[config.mk]
export PLATFORM = sky130hd
export DESIGN_NAME = oam_dma_controller
export DESIGN_NICKNAME = d
export VERILOG_FILES = /design/src/rtl/nes_dma_pkg.sv /design/src/rtl/cpu_cycle_parity.sv /design/src/rtl/oam_dma_controller.sv
export SDC_FILE = /design/constraint.sdc
export NUM_CORES = 1
export LEC_CHECK = 0
export ABC_AREA = 1
export CAP_MARGIN = 20
export CORE_ASPECT_RATIO = 1.75
export CORE_UTILIZATION = 49
export DETAILED_ROUTE_END_ITERATION = 7
export PLACE_DENSITY_LB_ADDON = 0.12
export SYNTH_ARGS = -nofsm -noshare
export SYNTH_HDL_FRONTEND = slang
export SYNTH_SLANG_ARGS = --single-unit
[constraint.sdc]
create_clock -name i_clk -period 3.7 [get_ports i_clk]
set_input_delay 0.37 -clock i_clk [delete_from_list [all_inputs] [get_ports i_clk]]
set_output_delay 0.37 -clock i_clk [all_outputs]
set_load 0.01 [all_outputs]
[src/rtl/nes_dma_pkg.sv]
// Shared constants and FSM state encoding for the NES sprite OAM DMA engine.
package nes_dma_pkg;

  localparam logic [15:0] DMA_REG_ADDRESS = 16'h4014;
  localparam logic [15:0] OAMDATA_ADDRESS = 16'h2004;

  localparam logic RW_READ  = 1'b1;
  localparam logic RW_WRITE = 1'b0;

  typedef enum logic [2:0] {
    ST_IDLE  = 3'd0,
    ST_HALT  = 3'd1,
    ST_ALIGN = 3'd2,
    ST_READ  = 3'd3,
    ST_WRITE = 3'd4
  } dma_state_e;

endpackage

[src/rtl/cpu_cycle_parity.sv]
// Get/put cycle tracker: toggles on every CPU clock-enable cycle, cleared by reset.
module cpu_cycle_parity (
  input  logic i_clk,
  input  logic i_reset,
  input  logic i_clk_en,
  output logic o_odd
);

  logic odd_q;

  always_ff @(posedge i_clk) begin
    if (i_reset) begin
      odd_q <= 1'b0;
    end else if (i_clk_en) begin
      odd_q <= ~odd_q;
    end
  end

  assign o_odd = odd_q;

endmodule

[src/rtl/oam_dma_controller.sv]
// Sprite OAM DMA: a CPU write to $4014 halts the CPU and copies page $XX00-$XXFF to OAMDATA.
// Optional macro OAM_DMA_PARITY_ALIGN_EN adds the odd-cycle ALIGN dummy cycle.
//
// state | meaning
// IDLE  | CPU owns the bus, waiting for a write to the DMA register
// HALT  | CPU stalled, waiting for it to reach a read cycle
// ALIGN | one dummy read cycle to land the copy on a get cycle
// READ  | read byte {page,count} into the latch
// WRITE | write the latch to OAMDATA, advance count
module oam_dma_controller #(
  parameter logic [15:0] DMA_REG_ADDRESS = nes_dma_pkg::DMA_REG_ADDRESS,
  parameter logic [15:0] OAMDATA_ADDRESS = nes_dma_pkg::OAMDATA_ADDRESS,
  parameter int unsigned NUM_BYTES       = 256
) (
  input  logic        i_clk,
  input  logic        i_reset,
  input  logic        i_clk_en,
  input  logic [15:0] i_address_cpu,
  input  logic        i_rw_cpu,
  input  logic [7:0]  i_data_cpu,
  output logic        o_cpu_halt,
  output logic        o_bus_master,
  output logic [15:0] o_address,
  output logic        o_rw,
  output logic [7:0]  o_data,
  input  logic [7:0]  i_data,
  output logic        o_busy
);

  import nes_dma_pkg::*;

  localparam logic [7:0] LAST_COUNT = 8'(NUM_BYTES - 1);

  dma_state_e  state_q;
  logic [7:0]  page_q;
  logic [7:0]  count_q;
  logic [7:0]  latch_q;
  logic        halt_q;
  logic        master_q;
  logic        busy_q;
  logic        rw_q;
  logic [15:0] addr_q;
  logic        align_req;

`ifdef OAM_DMA_PARITY_ALIGN_EN
  logic odd;

  cpu_cycle_parity u_parity (
    .i_clk    (i_clk),
    .i_reset  (i_reset),
    .i_clk_en (i_clk_en),
    .o_odd    (odd)
  );

  assign align_req = odd;
`else
  assign align_req = 1'b0;
`endif

  // Outputs are registered alongside the state, so each transition loads the
  // bus values the next state presents.
  always_ff @(posedge i_clk) begin
    if (i_reset) begin
      state_q  <= ST_IDLE;
      page_q   <= 8'h00;
      count_q  <= 8'h00;
      latch_q  <= 8'h00;
      halt_q   <= 1'b0;
      master_q <= 1'b0;
      busy_q   <= 1'b0;
      rw_q     <= RW_READ;
      addr_q   <= 16'h0000;
    end else if (i_clk_en) begin
      case (state_q)
        ST_IDLE: begin
          if (i_address_cpu == DMA_REG_ADDRESS && i_rw_cpu == RW_WRITE) begin
            state_q <= ST_HALT;
            page_q  <= i_data_cpu;
            count_q <= 8'h00;
            halt_q  <= 1'b1;
            busy_q  <= 1'b1;
          end
        end
        ST_HALT: begin
          // The CPU may only be stopped on a read, so a pending write finishes first.
          if (i_rw_cpu == RW_READ) begin
            master_q <= 1'b1;
            rw_q     <= RW_READ;
            if (align_req) begin
              state_q <= ST_ALIGN;
              addr_q  <= OAMDATA_ADDRESS;
            end else begin
              state_q <= ST_READ;
              addr_q  <= {page_q, count_q};
            end
          end
        end
        ST_ALIGN: begin
          state_q <= ST_READ;
          rw_q    <= RW_READ;
          addr_q  <= {page_q, count_q};
        end
        ST_READ: begin
          state_q <= ST_WRITE;
          latch_q <= i_data;
          rw_q    <= RW_WRITE;
          addr_q  <= OAMDATA_ADDRESS;
        end
        ST_WRITE: begin
          count_q <= count_q + 8'd1;
          latch_q <= 8'h00;
          rw_q    <= RW_READ;
          if (count_q == LAST_COUNT) begin
            state_q  <= ST_IDLE;
            halt_q   <= 1'b0;
            master_q <= 1'b0;
            busy_q   <= 1'b0;
            addr_q   <= 16'h0000;
          end else begin
            state_q <= ST_READ;
            addr_q  <= {page_q, count_q + 8'd1};
          end
        end
        default: begin
          state_q  <= ST_IDLE;
          halt_q   <= 1'b0;
          master_q <= 1'b0;
          busy_q   <= 1'b0;
          rw_q     <= RW_READ;
          addr_q   <= 16'h0000;
          latch_q  <= 8'h00;
        end
      endcase
    end
  end

  assign o_cpu_halt   = halt_q;
  assign o_bus_master = master_q;
  assign o_busy       = busy_q;
  assign o_rw         = rw_q;
  assign o_address    = addr_q;
  assign o_data       = latch_q;

endmodule
Yosys cells after proc, flatten, opt, wreduce, memory -nomap -nowiden:

Cells that the tools add are included.

* input bits: 36
* logic and storage cells: 52
* output and inout port bits: 28
* flip-flop bits (word level): 46

* equal/unequal tests: 9
* mux-type cells: 16
* bitwise logic cells: 5
* reduce and logical (&&, ||, !) cells: 13
* add/subtract/negate cells: 1

Operators by type and width (count)
* $pmux W16 S5: 1
* $mux W16: 2
* $pmux W8 S2: 2
* $eq A16 B15 Y1 const B: 1
* $pmux W3 S5: 1
* $reduce_and A3 Y1: 4
* $pmux W1 S3: 3
* $reduce_or A3 Y1: 3
* $add A8 B1 Y8 const B: 1
* $eq A8 B8 Y1 const B: 1
* $mux W8: 1
* $reduce_and A4 Y1: 2
* $eq A3 B2 Y1 const B: 2
* $mux W3: 2
* $ne A2 B2 Y1 const B: 3
* $not A1 Y1: 5
* $eq A3 B1 Y1 const B: 1
* $eq A3 B3 Y1 const B: 1
* $logic_not A3 Y1: 1
* $mux W1: 3
* $mux W2: 1
* $reduce_and A2 Y1: 1
* $reduce_bool A2 Y1: 1
* $logic_and A1 B1 Y1: 1

Depth between registers and ports, before layout:

Gate-level depths: netlist of run 1.

* word-level depth: 4
* mapped depth: 10
* gate-level depth less buffers: 10

Least setup slack after synthesis of run 1:

Ideal clock, no wire load.

* path kind: input-to-reg
* start point: input port i_address_cpu[3]
* end point: register page_q[0]
* stages: 7
* data arrival time: 1.240 ns
* buffers on the path: 1
* library setup time: 0.113 ns
* path slack: 2.347 ns
* cell sequence: or2_0 nor2_1 nand3_1 nand3b_4 buf_2 nor2_1 nor2_1

* word-level cells in the longest chain between the ends: 3

RTL lines
* start, declared: line oam_dma_controller.sv:18 `input logic [15:0] i_address_cpu,`
* $eq A16 B15 Y1: line oam_dma_controller.sv:76 `if (i_address_cpu == DMA_REG_ADDRESS && i_rw_cpu == RW_WRITE) begin`
* $logic_and A1 B1 Y1: line oam_dma_controller.sv:76
* $reduce_and A3 Y1 (no source line)
* end signal, assigned: line oam_dma_controller.sv:78 `page_q <= i_data_cpu;`
* end, declared: line oam_dma_controller.sv:35 `logic [7:0] page_q;`

Every way passes these cells.
A chain may end at the register's enable or synchronous reset.

Final worst setup path of run 1:

* start point: register state_q[2]
* end point: register count_q[3]

* word-level cells in the longest chain between the ends: 3
* elaborated cells between the ends (all ways): 6
* classes of those cells: 2 x eq/ne; 1 x mux; 3 x reduce/logical

RTL lines
* start, declared: line oam_dma_controller.sv:34 `dma_state_e state_q;`
* start signal, assigned: line oam_dma_controller.sv:64 `state_q <= ST_IDLE;`
* start signal, assigned: line oam_dma_controller.sv:77 `state_q <= ST_HALT;`
* start signal, assigned: line oam_dma_controller.sv:90 `state_q <= ST_ALIGN;`
* $eq A3 B3 Y1 / $logic_not A3 Y1 (equally long branches): line oam_dma_controller.sv:74 `case (state_q)`
* $reduce_bool A2 Y1 (no source line) / $ne A2 B2 Y1 (equally long branches)
* $reduce_and A3 Y1 (no source line)
* end signal, assigned: line oam_dma_controller.sv:110 `count_q <= count_q + 8'd1;`
* end, declared: line oam_dma_controller.sv:36 `logic [7:0] count_q;`

Parallel ways exist; a longest one is shown, timed or not.

==> results.toml, run 1 <==
[layout]
multi_input_area_sq_mm = 0.001145
register_area_sq_um = 920.9
final_layout_size_suffix_gt1_share_pct = 6.870
nets = 429
final_core_util_pct = 68.49
diodes = 0
layout_common_cells = "nand2_1 (98), clkdlybuf4s50_1 (63), dfxtp_1 (46)"
final.fill_count = 383
area_growth_pct = 33.06
final_common_cell = "nand2_1"

[worst_setup_path]
critical_path_class = "register to register"
worst-endpoint-arrival_ns = 2.36
r2r_cells = 8
worstSetupEndpointType = "register"
cp-start-kind = "register"
crit_path_max_incr_delay_ns = 0.71
critPathTopFamily = "simple AND/OR/NAND/NOR gates"
cp_data_required_time_ns = 3.94
path_cells = "inv_1 > nand2_4 > inv_2 > nand2_1 > nand3_1 > nand2_1 > inv_1 > nor2_1"
critPathMaxFanout = 11
slowest_stage = "dfxtp_1"
crit_buf_inv = 3
crit_cells = 8

[routing]
vias = 2302
drtIter0Drc = 88
ant_nets = 0
detail_route.first_pass.iterations = 5
wl_per_cell_microns = 13.22
routed_wl_microns = 5870
vias_per_cell = 5.185
drc = 0

[pwr]
power.density_mw_per_mm2 = 309.8
p_total_uw = 934.7
max-vdd-ir-drop_uv = 381.5
p_leak_uw = 0.001210

[floorplanning]
die_x_microns = 53.42
core-area_sq_mm = 0.004404
die_h_microns = 91.99
pin_count = 64
initial_core_util_pct = 51.48
dieArea_sq_mm = 0.004914
core.rowCount = 32

[run_status]
outcome = "finished, final reports clean"

[global_routing]
antenna_found_initial = 0
grt_max_degree = 31
overflow = 0
grt_usage_pct = 26.93
grt_pass1_wl_microns = 9804
grt_pass1_vias = 2230

[worst_hold_path]
hp-class = "register to register"
hold_depth = 2

[clocking]
holdBufCountCts = 0
numCtsBuffers = 5
clk_latency_ns = 0.30
clkTransAtPathRegs_ns = 0.10
cts_resized = 0
cts_tree = "yes"
clock_sinks = 46
clock_path_buffers = 2
h-tree-depth = 2
root_buffer = "clkbuf_8"
post_cts.repair.setup_buffers = 0

[timing]
fin_crit_ns = 2.122
min_period_over_period_pct = 57.35
setup_violations = 0
max_freq_mhz = 471.2
tightestPinTransition_ns = 0.6009
fin_tns_setup_ns = 0
hold_viol_final = 0
relSlewSlack_pct = 59.89
drv_slew = 0
rsz0062_at_grt = "no"
setup_slack_ns = 1.578
finalClockSkew_ns = 0.008237

[placed_design]
dpl.hpwl_microns = 4227
port_buffers = 63
globalplace.congestion = 0.8930
dp_slack_ns = 1.421

[yosys]
ys_ff_latch = 46
yosysUniqueCellTypes = 29
syn_nets = 369
synth_top_area_share_pct = 40.62
ys_seq_area_share_pct = 40.62
syn_area_sq_mm = 0.002267
yosys-top-cells-area = "dfxtp_1 (41%), nand2_1 (16%), nand3_1 (7.3%)"
yosysWarnings = 0
synth_largest_area_cell = "dfxtp_1"
syn_inst = 332
syn_area_per_cell_sq_um = 6.829

[job]
cap_violations = 0
## synthesized netlist by cell type
library cell and count:
clkinv_4 1, dfxtp_1 46, o21ai_0 8, nand2_1 98, nor2_8 2, or2_0 1
nand2_2 2, inv_2 3, nand3b_4 1, nor2_4 2, xor2_1 1, nand3_2 1
nor2_2 1, clkbuf_1 5, o21ai_1 2, nand2_4 3, a21oi_2 1, buf_2 1
o221ai_1 1, a21oi_1 30, nor3_2 1, nand3_1 33, nor2_1 43, a31oi_1 1
inv_1 31, nand4_1 7, ha_1 1, buf_4 4, buf_6 1
## final timing paths
check,endpoint,slack (ns),startpoint
hold reg to reg,o_address[0]$_SDFFE_PP0P_,0.47,o_address[0]$_SDFFE_PP0P_
hold / removal,o_address[0]$_SDFFE_PP0P_,0.47,o_address[0]$_SDFFE_PP0P_
setup reg to reg,count_q[3]$_SDFFE_PP0P_,1.58,state_q[2]$_SDFFE_PP0P_
setup / recovery,count_q[3]$_SDFFE_PP0P_,1.58,state_q[2]$_SDFFE_PP0P_
## final cells by class
type | count | share of cell area [%]
sequential | 46 | 30.53
multi-input combinational | 240 | 37.95
inverter | 35 | 4.521
tap | 51 | 2.115
clock buffer | 5 | 2.281
clock inverter | 3 | 1.452
timing repair buffer | 64 | 21.15
## cell families after synthesis
group	count (synthesis)	share of synthesized area [%]
simple gates	195	39.68
buf+inv	46	8.885
flops	46	40.62
compound gates	43	9.879
xor+xnor	1	0.3864
fa+ha+maj	1	0.5518
## where the power goes
group,switching (uW),internal (uW),total [uW]
clock network,181,203,384
registers,0.00222,495,495
logic,20.4,35.8,56.2
total,202,733,935
## registers in the layout (all words and copies together) (netlist names)
name	count
o_address	16
count_q	8
o_data	8
page_q	8
state_q	3
o_bus_master	1
o_busy	1
o_rw	1
## per-layer routing
metal	up-vias	global-route usage, %	share of wire [%]
met2	51	47.08	54
met1	1057	28.23	39
met4	0	15.57	4.0
met5	-	0	0
li1	1177	-	-
met3	17	4.809	3.2
## tightest hold or removal path: cells and delay by family (launching register included)
family	cells	cell delay, ns
AND/OR/NAND/NOR	1	0.06
flip-flops	1	0.32
AO/OA/AOI/OAI	1	0.05
## through the flow
stage | hold WS, ns | area (sq um) | cells
after floorplan | 0.4566 | 2267 | 332
after global placement | 0.4510 | 2904 | 436
after detailed placement | 0.4541 | 2904 | 436
after CTS | 0.4684 | 3017 | 444
after global routing | 0.4874 | 3017 | 444
final | 0.4663 | 3017 | 444
No activity file was read; power rests on OpenSTA's default activity.
==> inputs of run 2 (changes only) <==
--- a/config.mk
+++ b/config.mk
@@ -8,7 +8,7 @@
 export ABC_AREA = 1
 export CAP_MARGIN = 20
 export CORE_ASPECT_RATIO = 1.75
-export CORE_UTILIZATION = 49
+export CORE_UTILIZATION = 48
 export DETAILED_ROUTE_END_ITERATION = 7
 export PLACE_DENSITY_LB_ADDON = 0.12
 export SYNTH_ARGS = -nofsm -noshare
==> constraint.sdc (replaced) <==
create_clock -name i_clk -period 2.2 [get_ports i_clk]
set_input_delay 0.22 -clock i_clk [delete_from_list [all_inputs] [get_ports i_clk]]
set_output_delay 0.22 -clock i_clk [all_outputs]
set_load 0.01 [all_outputs]
==> results.toml, run 2 (synthesized netlist as in run 1, its figures left out) <==
[layout]
final_common_cell = "nand2_1"
layout_common_cells = "nand2_1 (98), clkdlybuf4s50_1 (63), dfxtp_1 (46)"
diodes = 0
area_growth_pct = 32.56
final_layout_size_suffix_gt1_share_pct = 7.342
nets = 432
final.fill_count = 411
largest_reg_flops = 16

[global_routing]
overflow = 0
grt_max_degree = 30
grt_usage_pct = 27.15
antenna_found_initial = 0
grt_pass1_wl_microns = 9949
grt_pass1_vias = 2190

[worst_setup_path]
critPathMaxFanout = 10
worst-endpoint-arrival_ns = 1.95
critical_path_class = "register to register"
r2r-end = "o_address[6]$_SDFFE_PP0P_"
cp_data_required_time_ns = 2.45
ff2ff_setup_slack_ns = 0.49
worstSetupEndpointType = "register"
worstReg2RegStart = "state_q[1]$_SDFFE_PP0P_"
cp-start-kind = "register"
r2r_cells = 6

[timing]
hold_viol_final = 0
setup_slack_ns = 0.4942
max_freq_mhz = 586.2
fin_tns_setup_ns = 0
tightestPinTransition_ns = 0.5664
relSlewSlack_pct = 62.20
rsz0062_at_grt = "no"
setup_violations = 0
finalClockSkew_ns = 0.01134
fin_crit_ns = 1.706
drv_slew = 0
min_period_over_period_pct = 77.54

[placed_design]
dpl.hpwl_microns = 4441
port_buffers = 63
globalplace.congestion = 0.9229
dp_slack_ns = 0.4461

[floorplanning]
dieArea_sq_mm = 0.005013
core.rowCount = 32
core-area_sq_mm = 0.004484
die_x_microns = 53.95
pin_count = 64
initial_core_util_pct = 50.56
die_h_microns = 92.92

[routing]
vias = 2324
drc = 0
wl_per_cell_microns = 13.47
routed_wl_microns = 6009
drtIter0Drc = 53
ant_nets = 0
vias_per_cell = 5.211
detail_route.first_pass.iterations = 4

[pwr]
power.density_mw_per_mm2 = 474.6
max-vdd-ir-drop_uv = 451.8
p_leak_uw = 0.001211

[clocking]
clk_latency_ns = 0.31
post_cts.repair.setup_buffers = 0
holdBufCountCts = 0
clock_path_buffers = 2
h-tree-depth = 2
clkTransAtPathRegs_ns = 0.09
root_buffer = "clkbuf_8"
cts_tree = "yes"
numCtsBuffers = 5
cts_resized = 0
clock_sinks = 46

[worst_hold_path]
hold_end = "o_address[0]$_SDFFE_PP0P_"
hold_depth = 2
hp-class = "register to register"
min-delay-start = "o_address[0]$_SDFFE_PP0P_"

[job]
cap_violations = 0

[run_status]
outcome = "finished, final reports clean"
==> run 2: cell types whose count changed in the layout (fill, tap and decap cells not counted), sizes merged <==
cell    delta
bufinv     -1
clkinv     +1
buf        +3
inv        -1
==> run 2: worst max path at each step <==
stage               slack, ns               startpoint                         to  cells past startpoint
detailed placement       0.45         i_address_cpu[3]    count_q[2]$_SDFFE_PP0P_                      9
global placement         0.50         i_address_cpu[3]    count_q[0]$_SDFFE_PP0P_                      8
CTS                      0.61  count_q[0]$_SDFFE_PP0P_    state_q[0]$_SDFFE_PP0P_                      8
finish                   0.49  state_q[1]$_SDFFE_PP0P_  o_address[6]$_SDFFE_PP0P_                      6
global route             0.36  state_q[1]$_SDFFE_PP0P_  o_address[6]$_SDFFE_PP0P_                      6
floorplan                0.86  count_q[0]$_SDFFE_PP0P_        o_busy$_SDFFE_PP0P_                     10
==> run 2: power breakdown <==
part / internal [uW] / switching [uW]
sequential: 832 / 0.00397
combinational: 61.5 / 34.7
clock: 214 / 285
==> run 2: worst max-delay path: stages (launching register included) <==
cell and delay [ns]:
dfxtp_1 0.52, nor2_8 0.11, nor2_8 0.13, nand2_1 0.17
o21ai_0 0.45, nand2_1 0.13, a21oi_1 0.14
==> run 2: cell type report <==
class | count | area, sq um | share of cell area (%)
tap | 51 | 63.81 | 2.123
sequential | 46 | 920.9 | 30.64
inverter | 35 | 136.4 | 4.538
clock inverter | 2 | 10.01 | 0.3331
timing repair buffer | 67 | 660.6 | 21.98
clock buffer | 5 | 68.82 | 2.290
multi-input combinational | 240 | 1145 | 38.09
==> run 2: through the flow <==
step                      power, uW  hold WS (ns)  utilization [%]  cells  instance area, sq um
after global routing           1476        0.4806            67.02    446                  3005
after detailed placement      947.1        0.4547            65.26    439                  2927
after CTS                      1436        0.4691            67.02    446                  3005
final                          1426        0.4656            67.02    446                  3005
after floorplan               875.9        0.3549                -    332                  2267
after global placement        946.5        0.4522            65.26    439                  2927
==> run 2: per-layer routing <==
metal | vias to the layer above | GRT usage (%) | routed length, microns
li1 | 1181 | - | -
met1 | 1053 | 27.68 | 2273
met2 | 65 | 46.50 | 3281
met3 | 25 | 5.747 | 187
met4 | 0 | 17.98 | 266
met5 | - | 0 | 0
==> inputs of run 3 (changes only) <==
--- a/config.mk
+++ b/config.mk
@@ -8,7 +8,7 @@
 export ABC_AREA = 1
 export CAP_MARGIN = 20
 export CORE_ASPECT_RATIO = 1.75
-export CORE_UTILIZATION = 48
+export CORE_UTILIZATION = 43
 export DETAILED_ROUTE_END_ITERATION = 7
 export PLACE_DENSITY_LB_ADDON = 0.12
 export SYNTH_ARGS = -nofsm -noshare
==> constraint.sdc (replaced) <==
create_clock -name i_clk -period 1.51 [get_ports i_clk]
set_input_delay 0.151 -clock i_clk [delete_from_list [all_inputs] [get_ports i_clk]]
set_output_delay 0.151 -clock i_clk [all_outputs]
set_load 0.01 [all_outputs]
==> results.toml, run 3 (synthesized netlist as in run 1, its figures left out) <==
[clocking]
cts_tree = "yes"
clkTransAtPathRegs_ns = 0.09
clock_sinks = 46
h-tree-depth = 2
clk_latency_ns = 0.30
holdBufCountCts = 0
root_buffer = "clkbuf_8"
clock_path_buffers = 2
numCtsBuffers = 5

[pwr]
p_total_uw = 2309
p_clk_share_pct = 40.9
power.density_mw_per_mm2 = 707.2
power.switching_uw = 501.6
p_leak_uw = 0.001330
max-vdd-ir-drop_uv = 551.1
combPwrFrac_pct = 6.6
switching_share_pct = 21.72
seqPwrFrac_pct = 52.5
p_int_uw = 1808

[layout]
fin_cells = 471
diodes = 0
largest_reg_flops = 16
layout_common_cells = "nand2_1 (96), clkdlybuf4s50_1 (63), dfxtp_1 (43)"
nets = 453
final_layout_size_suffix_gt1_share_pct = 14.63
area_growth_pct = 44.04
multi_input_area_sq_mm = 0.001181
register_area_sq_um = 924.6
design_area_sq_mm = 0.003266
final_common_cell = "nand2_1"
final_core_util_pct = 65.05
final.fill_count = 457

[placed_design]
place_inst = 462
port_buffers = 63
dpl.hpwl_microns = 4665
globalplace.congestion = 0.8937
placed_area_sq_mm = 0.003105

[worst_hold_path]
hp-class = "primary input to register"

[floorplanning]
pin_count = 64
die_h_microns = 98.06
core.rowCount = 34
die_x_microns = 56.89
dieArea_sq_mm = 0.005578
core-area_sq_mm = 0.005020
initial_core_util_pct = 45.16

[timing]
max_freq_mhz = 705.8
hold_viol_final = 0
hold_ws_ns = 0.4183
setup_violations = 0
relSlewSlack_pct = 84.65
finalClockSkew_ns = 0.004579
fin_crit_ns = 1.417
drv_slew = 0
tightestPinTransition_ns = 0.2300
min_period_over_period_pct = 93.83

[global_routing]
grt_max_degree = 18
overflow = 0
antenna_found_initial = 0
grt_pass1_vias = 2359
grt_pass1_wl_microns = 10620
grt_usage_pct = 24.26

[job]
cap_violations = 0

[worst_setup_path]
worstSetupEndpointType = "register"
worst-endpoint-arrival_ns = 1.62
critPathMaxFanout = 12
critical_path_class = "register to register"
cp_data_required_time_ns = 1.71
cp-start-kind = "register"

[routing]
vias_per_cell = 5.002
vias = 2356
drc = 0
wl_per_cell_microns = 13.23
ant_nets = 0
detail_route.first_pass.iterations = 4
routed_wl_microns = 6229
drtIter0Drc = 93

[run_status]
outcome = "finished, final reports clean"
## run 3: changes by cell type in the layout (fill, tap and decap cells not counted), sizes merged
| cell | delta |
|---|---|
| clkinv | -1 |
| buf | +21 |
| bufinv | +1 |
| inv | +1 |
## run 3: critical path, cell delays in order, from the launching register on
cell	delay [ns]
dfxtp_1	0.34
buf_12	0.15
nor3_2	0.23
nand2_1	0.11
nand2_1	0.13
nor2_4	0.05
buf_12	0.14
nand2_1	0.09
a21oi_1	0.07
## run 3: worst paths after layout
path,startpoint,end,slack (ns),depth (start not counted)
worst max-delay path,state_q[2]$_SDFFE_PP0P_,o_address[4]$_SDFFE_PP0P_,0.09,8
worst min-delay path,i_data[0],o_data[0]$_SDFFE_PP0P_,0.42,3
worst max register to register,state_q[2]$_SDFFE_PP0P_,o_address[4]$_SDFFE_PP0P_,0.09,8
worst min register to register,o_data[4]$_SDFFE_PP0P_,o_data[4]$_SDFFE_PP0P_,0.47,2
## run 3: per-stage QoR
step	setup TNS, ns	worst slack, ns
2_1_floorplan	0	0.1721
3_3_place_gp	-0.9281	-0.06978
3_5_place_dp	-1.794	-0.09181
4_1_cts	0	0.02012
5_1_grt	-0.003463	-0.001879
6_report	0	0.09314
## run 3: layout make-up
cell class,instances,area share [%]
multi-input cells,240,36.17
inverters,35,4.176
clock buffers,5,2.107
clock inverters,3,1.341
repair buffers,88,25.82
well taps,54,2.069
flip-flops and latches,46,28.31
## run 3: power by group through the flow
stage          logic [uW]  registers [uW]  clock network [uW]
2_1_floorplan        35.8            1240                   0
3_3_place_gp          152            1240                   0
5_1_grt               167            1210                1010
3_5_place_dp          152            1240                   0
4_1_cts               153            1210                 963
6_report              153            1210                 945
## run 3: metal layers
metal	wire length, microns	track usage [%]	vias up
li1	-	-	1228
met1	2320	25.10	1064
met2	3542	44.98	50
met3	214	3.709	14
met4	153	13.32	0
met5	0	0	-
## run 3: repair_timing
action / in CTS / in global routing
setup buffers: 0 / 1
endpoints found under the setup margin: 2 / 19
resized for setup: 3 / 16
pin swaps: 0 / 3
==> variant 1, RTL diff (config.mk and constraints of run 2) <==
Build with the macro `OAM_DMA_PARITY_ALIGN_EN` defined.
--- a/src/rtl/oam_dma_controller.sv
+++ b/src/rtl/oam_dma_controller.sv
@@ -8,4 +8,6 @@
 // READ  | read byte {page,count} into the latch
 // WRITE | write the latch to OAMDATA, advance count
+`define OAM_DMA_PARITY_ALIGN_EN
+
 module oam_dma_controller #(
   parameter logic [15:0] DMA_REG_ADDRESS = nes_dma_pkg::DMA_REG_ADDRESS,
Function: changed (a bounded check fails within 4 cycles, from zero or initial values and one cycle with i_reset high).
==> variant 1 against run 2 <==
Setup slack got worse by 0.031 ns; sequential cell count rose by 1; area after synthesis rose by 0.39%; wire length fell by 3.6%; total power rose by 19%; critical path depth rose by 1; first-iteration DRC count rose by 58%; design area rose by 2.7%.
==> variant 1: results (changes against run 2) <==
Nets@finish = 445 (was 432)
Synth top cells by count = nand2_1 (107), dfxtp_1 (47), nor2_1 (43), a21oi_1 (35), inv_1 (33) (was nand2_1 (98), dfxtp_1 (46), nor2_1 (43), nand3_1 (33), inv_1 (31))
Crit Path Max Fanout = 7 (was 10)
WHS Endpoint = o_bus_master$_SDFFE_PP0P_ (was o_address[0]$_SDFFE_PP0P_)
Iteration-0 DRC count of the detailed router = 84 (was 53)
DPL Wire Length = 4320 um (was 4440 um)
Critical path startpoint = state_q[2]$_SDFFE_PP0P_ (was state_q[1]$_SDFFE_PP0P_)
Adder-Cell Fraction of Synth Area = 0.00550 (was 0.00552)
H-Tree Depth = 2 (unchanged)
Largest register FFs = 16 (unchanged)
CP Data Arrival Time = 1.97 ns (was 1.95 ns)
DR WL/cell = 12.6 um (was 13.5 um)
Layout cells sized above 1 = 0.0709 (was 0.0734)
Status = finished clean (unchanged)
CTS buffer count = 5 (unchanged)
Slowest CP cell = dfxtp_1 (unchanged)
Async SR Flop Fraction = 0 (unchanged)
Port-buffer cells = 63 (unchanged)
Distinct cells, synth = 27 (was 29)
GP Congestion = 0.870 (was 0.923)
Post-route clock skew = 0.00736 ns (was 0.0113 ns)
Yosys warns = 0 (unchanged)
Synth top area cells = dfxtp_1 (41%), nand2_1 (18%), a21oi_1 (7.7%) (was dfxtp_1 (41%), nand2_1 (16%), nand3_1 (7.3%))
Largest net degree at the start of global routing = 31 (was 30)
Slew HR = 0.660 (was 0.622)
First-pass GRT wire length = 9310 um (was 9950 um)
Initial antenna violation count = 0 (unchanged)
CP delay by family, top = compound AO/OA/AOI/OAI gates (unchanged)
Post-synthesis sequential area ratio = 0.413 (was 0.406)
VDD IR max = 0.000618 V (was 0.000452 V)
Net Count, Synth = 380 (was 369)
R2R cell count = 7 (was 6)
CP max stage delay = 0.41 ns (was 0.52 ns)
Hold slack = 0.446 ns (was 0.466 ns)
Synth Area in XOR/XNOR = 0.00770 (was 0.00386)
Vias post-DR = 2328 (was 2324)
Synth Area in Compound Gates = 0.106 (was 0.0988)
Reg2reg setup slack = 0.46 ns (was 0.49 ns)
GRT Util Overall = 0.255 (was 0.271)
Post-CTS Resized = 0 (unchanged)
Post-synthesis mux area share = 0 (unchanged)
Antenna cells = 0 (unchanged)
Vias in the first global route = 2126 (was 2190)
Leak Pwr = 1.25 nW (was 1.21 nW)
Clock latency on the worst-skew pair = 0.31 ns (about the same)
HP Start = o_bus_master$_SDFFE_PP0P_ (was o_address[0]$_SDFFE_PP0P_)
variant 1: cell count changes in the layout (fill, tap and decap cells not counted), moves of 2 or more:
| cell | change |
|---|---|
| nand3_1 | -9 |
| nor2_2 | +2 |
| nand2_1 | +9 |
| clkinv_2 | -2 |
| inv_2 | +3 |
| o21ai_0 | +2 |
| inv_1 | +2 |
| bufinv_16 | +2 |
| a21oi_1 | +5 |
| nor3_1 | +2 |
variant 1: layer usage:
metal	vias to the layer above	wire length, um	GRT usage
met5	-	0	0
met4	0	250	0.156
met3	20	238	0.0455
met2	70	3110	0.436
met1	1037	2190	0.274
li1	1201	-	-
variant 1: through the flow:
step | worst slack, ns | total power, mW | utilization | std cells | area [sq um]
2_1_floorplan | 0.815 | 0.900 | - | 343 | 2280
5_1_grt | 0.372 | 1.76 | 0.688 | 460 | 3090
3_3_place_gp | 0.495 | 0.970 | 0.658 | 452 | 2950
6_report | 0.463 | 1.70 | 0.688 | 460 | 3090
4_1_cts | 0.499 | 1.71 | 0.688 | 460 | 3090
3_5_place_dp | 0.455 | 0.971 | 0.658 | 452 | 2950
variant 1: cell type report:
| class | count | area [sq um] |
|---|---|---|
| clock buffers | 6 | 72.6 |
| flip-flops and latches | 47 | 941 |
| inverters | 40 | 150 |
| multi-input cells | 246 | 1130 |
| fillers | 402 | 1400 |
| repair buffers | 68 | 668 |
| well taps | 51 | 63.8 |
| clock inverters | 2 | 60.1 |
variant 1: where the power goes:
part | total, mW | switching (mW) | internal (mW)
sequential | 0.852 | 0.000779 | 0.851
combinational | 0.0990 | 0.0358 | 0.0631
clock | 0.752 | 0.298 | 0.454
total | 1.70 | 0.334 | 1.37
variant 1: worst min-delay path, delay by kind of cell, from the launching register on:
kind            cells  cell delay [ns]
compound gates      1             0.05
buf+inv             1             0.04
flops               1             0.32
==> variant 2, RTL diff (settings of run 2) <==
Without the edit above. Encoding of `dma_state_e`: now Gray code (3 bits for 5 states).
--- a/src/rtl/nes_dma_pkg.sv
+++ b/src/rtl/nes_dma_pkg.sv
@@ -9,9 +9,9 @@
 
   typedef enum logic [2:0] {
-    ST_IDLE  = 3'd0,
-    ST_HALT  = 3'd1,
-    ST_ALIGN = 3'd2,
-    ST_READ  = 3'd3,
-    ST_WRITE = 3'd4
+    ST_IDLE  = 3'b000,
+    ST_HALT  = 3'b001,
+    ST_ALIGN = 3'b011,
+    ST_READ  = 3'b010,
+    ST_WRITE = 3'b110
   } dma_state_e;
 
Function: same outputs for any inputs over 10 cycles, from zero or initial values and one cycle with i_reset high; not proved beyond that.
==> variant 2 against run 2 <==
Critical path depth grew 3; setup slack gained 0.039 ns; design area shrank 5.1%; wire length shrank 15%; sequential cell count is the same; sequential share of layout area grew 1.6 points; area after synthesis shrank 6.3%; total power grew 1.9%; critical path type unchanged; critical endpoint is now o_bus_master$_SDFFE_PP0P_.
==> variant 2: results (changes against run 2) <==
Placement Cell Area = 0.00276 sq mm (was 0.00293 sq mm)
Synth Area in Compound Gates = 0.170 (was 0.0988)
Iteration-0 DRC count of the detailed router = 44 (was 53)
WHS Endpoint = o_address[4]$_SDFFE_PP0P_ (was o_address[0]$_SDFFE_PP0P_)
Vias/cell = 5.30 (was 5.21)
CP delay by family, top = simple AND/OR/NAND/NOR gates (was compound AO/OA/AOI/OAI gates)
Post-synthesis sequential area ratio = 0.433 (was 0.406)
Internal power = 1.15 mW (was 1.11 mW)
Leak Pwr = 1.07 nW (was 1.21 nW)
Net Count, Synth = 339 (was 369)
Fin worst setup slack = 0.533 ns (was 0.494 ns)
Largest net degree at the start of global routing = 33 (was 30)
Critical path startpoint = state_q[2]$_SDFFE_PP0P_ (was state_q[1]$_SDFFE_PP0P_)
Worst-Margin Slew = 0.375 ns (was 0.566 ns)
Distinct cells, synth = 30 (was 29)
Clock group = 0.528 mW (was 0.499 mW)
DR WL/cell = 12.5 um (was 13.5 um)
VDD IR max = 0.000449 V (was 0.000452 V)
Status = finished clean (unchanged)
CP Data Arrival Time = 1.84 ns (was 1.95 ns)
Hold slack = 0.464 ns (was 0.466 ns)
Post-route clock skew = 0.00554 ns (was 0.0113 ns)
Post-place setup slack = 0.297 ns (was 0.446 ns)
CP max stage delay = 0.47 ns (was 0.52 ns)
Levels on crit path = 9 (was 6)
Synth top cells by count = nand2_1 (82), dfxtp_1 (46), a21oi_1 (38), nand3_1 (27), nor2_1 (26) (was nand2_1 (98), dfxtp_1 (46), nor2_1 (43), nand3_1 (33), inv_1 (31))
Synth Area in XOR/XNOR = 0.0124 (was 0.00386)
Synth top area cells = dfxtp_1 (43%), nand2_1 (14%), a21oi_1 (9.0%) (was dfxtp_1 (41%), nand2_1 (16%), nand3_1 (7.3%))
GRT Util Overall = 0.233 (was 0.271)
WL final = 5130 um (was 6010 um)
Crit Path Max Fanout = 19 (was 10)
Met1 wire length = 2050 um (was 2270 um)
R2R Path End = o_bus_master$_SDFFE_PP0P_ (was o_address[6]$_SDFFE_PP0P_)
Placed cells = 404 (was 439)
Vias in the first global route = 2011 (was 2190)
First-pass GRT wire length = 8450 um (was 9950 um)
Gate Count Post-Synth = 302 (was 332)
R2R cell count = 9 (was 6)
Metal2 WL = 2820 um (was 3280 um)
Adder-Cell Fraction of Synth Area = 0.00589 (was 0.00552)
Switching share of power = 0.211 (was 0.224)
HP Start = o_address[4]$_SDFFE_PP0P_ (was o_address[0]$_SDFFE_PP0P_)
## variant 2: changes by cell type after synthesis, sizes merged, moves of 5 or more
cell | run 2 | this run
a21oi | 31 | 39
nand2 | 103 | 86
inv | 34 | 23
o21ai | 10 | 16
nand4 | 7 | 2
nor2 | 48 | 28
a31oi | 1 | 8
nand3 | 34 | 29
## variant 2: layer usage
| layer | track usage | vias up |
|---|---|---|
| met3 | 0.0389 | 8 |
| met1 | 0.256 | 1005 |
| met4 | 0.101 | 0 |
| li1 | - | 1111 |
| met5 | 0 | - |
| met2 | 0.415 | 58 |
## variant 2: area by class of cell
cell class	count	area, sq um
clock buffer	7	86.3
clock inverter	1	5.00
timing repair buffer	65	646
tap	49	61.3
fill	381	1340
multi-input combinational	219	1040
inverter	25	93.8
sequential	46	921
